`src/rtl/serial_add_ctrl.sv`:
```
// rtl/serial_add_ctrl.sv - bit-serial add/subtract controller around a one-bit full adder

// One-bit full adder cell shared by the serial datapath
module full_adder (
    input  logic a,
    input  logic b,
    input  logic ci,
    output logic s,
    output logic co
);

    assign s  = a ^ b ^ ci;
    assign co = (a & b) | (ci & (a ^ b));

endmodule

module serial_add_ctrl #(
    parameter  int WIDTH = 8,
    localparam int CW    = $clog2(WIDTH + 1)
) (
    input  logic             clk,
    input  logic             rst_n,
    input  logic             start,
    input  logic             sub,
    input  logic [WIDTH-1:0] A,
    input  logic [WIDTH-1:0] B,
    input  logic             Cin,
    output logic             busy,
    output logic             done,
    output logic [WIDTH-1:0] Sum,
    output logic             Cout,
    output logic             Ovf
);

    typedef enum logic [1:0] {
        S_IDLE = 2'd0,
        S_RUN  = 2'd1,
        S_DONE = 2'd2
    } state_t;

    localparam logic [CW-1:0] LAST_BIT = CW'(WIDTH - 1);

    state_t           state;
    state_t           state_next;
    logic [WIDTH-1:0] op_a;
    logic [WIDTH-1:0] op_b;
    logic [WIDTH-2:0] part;
    logic [WIDTH-1:0] part_next;
    logic             carry;
    logic [CW-1:0]    cnt;
    logic             fa_s;
    logic             fa_co;
    logic             accept;
    logic             last_bit;

    full_adder u_fa (
        .a  (op_a[0]),
        .b  (op_b[0]),
        .ci (carry),
        .s  (fa_s),
        .co (fa_co)
    );

    // The partial register keeps WIDTH-1 bits; the newest sum bit completes it
    assign part_next = {fa_s, part};
    assign accept    = start && (state == S_IDLE || state == S_DONE);
    assign last_bit  = (state == S_RUN) && (cnt == LAST_BIT);
    assign busy      = (state == S_RUN);
    assign done      = (state == S_DONE);

    // State register
    always_ff @(posedge clk) begin
        if (!rst_n) begin
            state <= S_IDLE;
        end else begin
            state <= state_next;
        end
    end

    // Next-state logic; back-to-back start is taken directly from DONE
    always_comb begin
        state_next = state;
        case (state)
            S_IDLE:  if (start) state_next = S_RUN;
            S_RUN:   if (cnt == LAST_BIT) state_next = S_DONE;
            S_DONE:  state_next = start ? S_RUN : S_IDLE;
            default: state_next = S_IDLE;
        endcase
    end

    // Operand latching, serial shift/carry chain and result capture at the last bit
    always_ff @(posedge clk) begin
        if (!rst_n) begin
            op_a  <= '0;
            op_b  <= '0;
            part  <= '0;
            carry <= 1'b0;
            cnt   <= '0;
            Sum   <= '0;
            Cout  <= 1'b0;
            Ovf   <= 1'b0;
        end else if (accept) begin
            op_a  <= A;
            op_b  <= sub ? ~B : B;
            carry <= sub ? 1'b1 : Cin;
            cnt   <= '0;
        end else if (state == S_RUN) begin
            op_a  <= op_a >> 1;
            op_b  <= op_b >> 1;
            part  <= part_next[WIDTH-1:1];
            carry <= fa_co;
            cnt   <= cnt + CW'(1);
            if (last_bit) begin
                // carry still holds the carry into the MSB at this edge
                Sum  <= part_next;
                Cout <= fa_co;
                Ovf  <= carry ^ fa_co;
            end
        end
    end

endmodule

```
`config.mk`:
```
export PLATFORM = sky130hd
export DESIGN_NAME = serial_add_ctrl
export DESIGN_NICKNAME = d
export VERILOG_FILES = /design/src/rtl/serial_add_ctrl.sv
export SDC_FILE = /design/constraint.sdc
export NUM_CORES = 1
export LEC_CHECK = 0
export ABC_AREA = 1
export CELL_PAD_IN_SITES_DETAIL_PLACEMENT = 1
export CELL_PAD_IN_SITES_GLOBAL_PLACEMENT = 2
export CORE_MARGIN = 2
export CORE_UTILIZATION = 30
export DETAILED_ROUTE_END_ITERATION = 8
export GPL_TIMING_DRIVEN = 0
export PLACE_DENSITY = 0.8
export SLEW_MARGIN = 20
export SYNTH_ARGS = -nofsm -noshare
export SYNTH_HDL_FRONTEND = slang
export SYNTH_SLANG_ARGS = --single-unit
```
`constraint.sdc`:
```
create_clock -name clk -period 1.9 [get_ports clk]
set_input_delay 0.475 -clock clk [delete_from_list [all_inputs] [get_ports clk]]
set_output_delay 0.475 -clock clk [all_outputs]
set_load 0.01 [all_outputs]
```
# Word-level counts from Yosys, hierarchy flattened
# Index checks and enable logic that the tools add are counted.
dict set report totals {
  regBits 40
  in_bits 21
  word_cells 45
}
dict set report classes {
  add_sub_neg 1
  eq_ne 5
  muxes 12
  bitwise_logic 9
  reduce_logical 9
}
# operator count
set op_table {}
lappend op_table {{$mux 8} 5}
lappend op_table {{$not 8->8} 1}
lappend op_table {{$pmux 2 s3} 1}
lappend op_table {{$add 4x1->4 const B} 1}
lappend op_table {{$eq 4x3->1 const B} 1}
lappend op_table {{$mux 1} 4}
lappend op_table {{$mux 2} 2}
lappend op_table {{$reduce_and 2->1} 2}
lappend op_table {{$reduce_and 3->1} 1}
lappend op_table {{$xor 1x1->1} 3}
lappend op_table {{$and 1x1->1} 2}
lappend op_table {{$eq 2x1->1 const B} 1}
lappend op_table {{$eq 2x2->1 const B} 1}
lappend op_table {{$logic_and 1x1->1} 2}
lappend op_table {{$logic_not 2->1} 1}
lappend op_table {{$ne 2x1->1 const B} 1}
lappend op_table {{$ne 2x2->1 const B} 1}
lappend op_table {{$not 1->1} 2}
lappend op_table {{$reduce_bool 2->1} 1}
lappend op_table {{$reduce_or 2->1} 1}
lappend op_table {{$logic_or 1x1->1} 1}
lappend op_table {{$or 1x1->1} 1}

# Logic depth before layout (Yosys ltp)
dict set report depth {
  depth_word 5
  depth_mapped 8
  mapped_depth_nobuf 7
}

# Hierarchy
# From an unflattened synthesis, not the netlist that was laid out.
dict set report unflattened {
  cells_unflattened 264
  area_unflattened_um2 1846.8
}
# mod n_inst cells_each area_per_inst_um2 seq_area_each_um2
set modules_own_cells {}
lappend modules_own_cells {serial_add_ctrl 1 263 1826.8 800.8}
lappend modules_own_cells {full_adder 1 1 20.0 0.0}

# Least setup slack after synthesis
# OpenSTA, ideal clock, no wires.
dict set report synth_timing {
  kind {register -> output}
  startpoint {register state[0]}
  endpoint {output busy}
  t_arrival_ns 0.766
  t_required_ns 1.425
  slack_ns 0.659
  stages_incl_launch_ff 5
  path_cell_list {dfxtp_1 > buf_4 > inv_4 > nor2_4 > buf_4}
}
dict set report synth_via {
  elab_chain_cells 1
}
# element line_no
set synth_rtl {}
lappend synth_rtl {{start: declaration} 43} ;# state_t state;
lappend synth_rtl {{start signal: assignment} 76} ;# state <= state_next;
lappend synth_rtl {{$eq 2x1->1} 68} ;# assign busy = (state == S_RUN);
lappend synth_rtl {{end: declaration} 28} ;# output logic busy,
# Every way passes these cells.

# Worst setup path after layout
# Ends and elaborated chain as after synthesis.

==> run summary <==
Clock Sinks = 40
Rel. slew slack = 77.3%
worst-case reg-to-reg path depth = 5
Placed Area = 2220 um2
drt via density = 4.58
TritonCTS buffer count = 5
Core Region = 5890 um2
FILL cells = 768
Critical Path RT = 1.42 ns
IO Pins = 33
Synth Instances = 256
Synth top area share = 44.2%
Sw Ratio = 26.4%
power density over the cells = 810 nW/um2
hold buffer count at CTS = 0
Startpoint Class = register
routability cong. = 0.748
RSZ-0062 raised after global routing = no
Int Power = 1.40 mW
Yosys Warn Count = 0
I/O Buffers = 31
hold endpoint = op_a[7]
pin count of the biggest net entering global routing = 14
WS Path Type = register to primary output
Seq pwr share = 48.1%
fin. max-slew vios = 0
DP HPWL = 3380 um
clk_skew = 0.00745 ns
Seq/Total Area, Yosys = 44.2%
Ant. Diodes = 0
die height = 81.7 um
Syn Area/Cell = 7.08 um2
r2r startpoint = cnt[0]
area share of and/or/nand/nor cells after synthesis = 29.9%
grt ovf = 0
initial antenna violation count = 0
Routed Antenna Nets = 0
placed cell count = 362
die width = 81.7 um
Worst-Margin Slew = 0.338 ns
xor and xnor area share after synthesis = 0.483%
H-tree Lvls = 2
DRT iter0 DRCs = 60
Worst setup EP type = primary output
NumNets Final = 319
post-layout min period = 1.79 ns
mux cell area share after synthesis = 0%
total number of vias = 1705
met2 WL = 2130 um
die area = 6680 um2
Final Cell Area = 2350 um2
Max FO, Critical Path = 7
max-cap viol count = 0
CTS tree = built
Hold Startpoint = op_a[7]
area of the mapped netlist = 1810 um2
Clk Latency, worst-skew pair = 0.29 ns
maximum clock frequency = 560 MHz
post-synthesis compound-gate area fraction = 12.1%
Starting Density = 30.8%
final cell count without fillers = 372
wire length on met3 = 162 um
Sw Pwr = 0.502 mW
final hold vios = 0
adder-cell area share of the yosys netlist = 1.79%
DRT Wirelength = 4560 um
Reg clk slew, reported paths = 0.08 ns
CTS max path bufs = 2
Post-Syn Nets = 279
Hold Path Class = register to register
largest cells by area after synthesis = dfxtp_1, nand2_1, nand3_1
Final Util = 39.9%
clock share of power = 36.7%
RR Endpoint = Sum[6]
Max Used Layer = met4
outcome = completed
Layout area overhead = 29.6%
first-pass GRT wire length = 7370 um
largest family of logic cells by synthesized area = simple AND/OR/NAND/NOR gates
drt first pass iters = 4
VDD IR max = 350 uV
R2R setup slack = 0.60 ns
WL/cell = 12.3 um
GRT Total Usage = 14.9%
Synth area leader = dfxtp_1
WHS Path Cells = 2
share of cells above drive strength 1 = 11.8%
multi-input logic area = 803 um2
FF+latch count, synth = 40
std cell rows = 28
DRC errors left = 0
P_leak = 1.04 nW
Logic pwr share = 15.3%
CP arrival = 1.31 ns
Min Hold Slack = 0.467 ns
Reg area = 802 um2
ratio of final minimum period to clock period = 94.0%
final setup fails = 0
clock root buffer = clkbuf_8
Netlist cell types = 26
vias in the first global route = 1547
wl on met1 = 2210 um
==> synthesized netlist by cell type <==
cell      count
nor2_4        1
buf_4         4
nor2_1       30
inv_1        31
nand2_4       2
xor2_1        1
inv_4         1
clkinv_1      1
nor2_2        2
nand2_1      55
nor3_1        3
inv_2         3
ha_1          1
nand3b_1      1
nand2_2       2
buf_6         1
a21oi_1      15
o21ai_0      17
nand3_1      27
buf_2         6
or2_2         1
a211oi_2      1
dfxtp_1      40
o21ai_1       8
fa_1          1
o211ai_1      1
==> cell families (layout without fill, tap and decap cells) <==
| family | after synthesis | in the layout |
|---|---|---|
| XOR/XNOR | 1 | 1 |
| AO/OA/AOI/OAI | 42 | 42 |
| AND/OR/NAND/NOR | 124 | 124 |
| adder cells (fa/ha/maj) | 2 | 2 |
| flip-flops | 40 | 40 |
| buffers and inverters | 47 | 88 |
==> layout make-up <==
class	count	area share, %
plain buffers	11	3.35
inverters	36	5.86
clock inverters	3	1.81
flip-flops and latches	40	34.1
multi-input cells	169	34.2
repair buffers	33	13.7
clock buffers	5	2.93
well taps	75	3.99
==> stage by stage <==
step,total power [mW],setup TNS (ns),worst slack [ns]
floorplan,1.11,0,0.659
global placement,1.21,-0.00676,-0.00405
detailed placement,1.22,-0.0233,-0.0233
CTS,1.93,0,0.0996
global route,2.00,0,0.0425
finish,1.90,0,0.115
==> layout by cell type (no fill, tap or decap), drive strengths merged <==
master,synthesis,routed
nand2,59,59
dfxtp,40,40
inv,35,35
nor2,33,33
clkdlybuf4s50,0,29
nand3,27,27
o21ai,25,25
a21oi,15,15
buf,11,13
clkbuf,0,5
nor3,3,3
dlygate4sd2,0,2
clkinv,1,2
nand3b,1,1
o211ai,1,1
xor2,1,1
or2,1,1
a211oi,1,1
fa,1,1
ha,1,1
bufinv,0,1
clkinvlp,0,1
==> power by group through the flow <==
stage	clock network [mW]	registers [mW]	logic [mW]
finish	0.699	0.915	0.290
global placement	0	0.934	0.280
floorplan	0	0.927	0.185
global route	0.747	0.921	0.333
CTS	0.719	0.915	0.296
detailed placement	0	0.934	0.286
==> timing repair <==
action,4_1_cts,5_1_grt
endpoints found under the setup margin,2,0
gates resized for setup,5,0
setup buffers,2,0
==> layer usage <==
metal | GRT usage [%] | vias up
met5 | 0 | -
met4 | 5.00 | 0
met3 | 3.63 | 4
met2 | 24.6 | 30
met1 | 19.0 | 782
li1 | - | 889
==> registers in the layout (all words and copies together), names as in the netlist <==
register	cells
Cout	1
Ovf	1
Sum	8
carry	1
cnt	4
op_a	8
op_b	8
part	7
state	2
==> critical path, cell delays in order, from the launching register on <==
cell	delay (ns)
dfxtp_1	0.33
buf_6	0.14
inv_4	0.05
nor2_4	0.13
buf_6	0.12
dlygate4sd2_1	0.25
==> worst max-delay path by stage <==
stage,startpoint,end,slack (ns)
3_3_place_gp,state[0],busy,-0.004
4_1_cts,state[0],busy,0.1
5_1_grt,state[0],busy,0.04
6_report,state[0],busy,0.11
2_1_floorplan,state[0],busy,0.66
3_5_place_dp,rst_n,cnt[0],-0.02
Note: power is estimated with default switching activity, not from simulation.
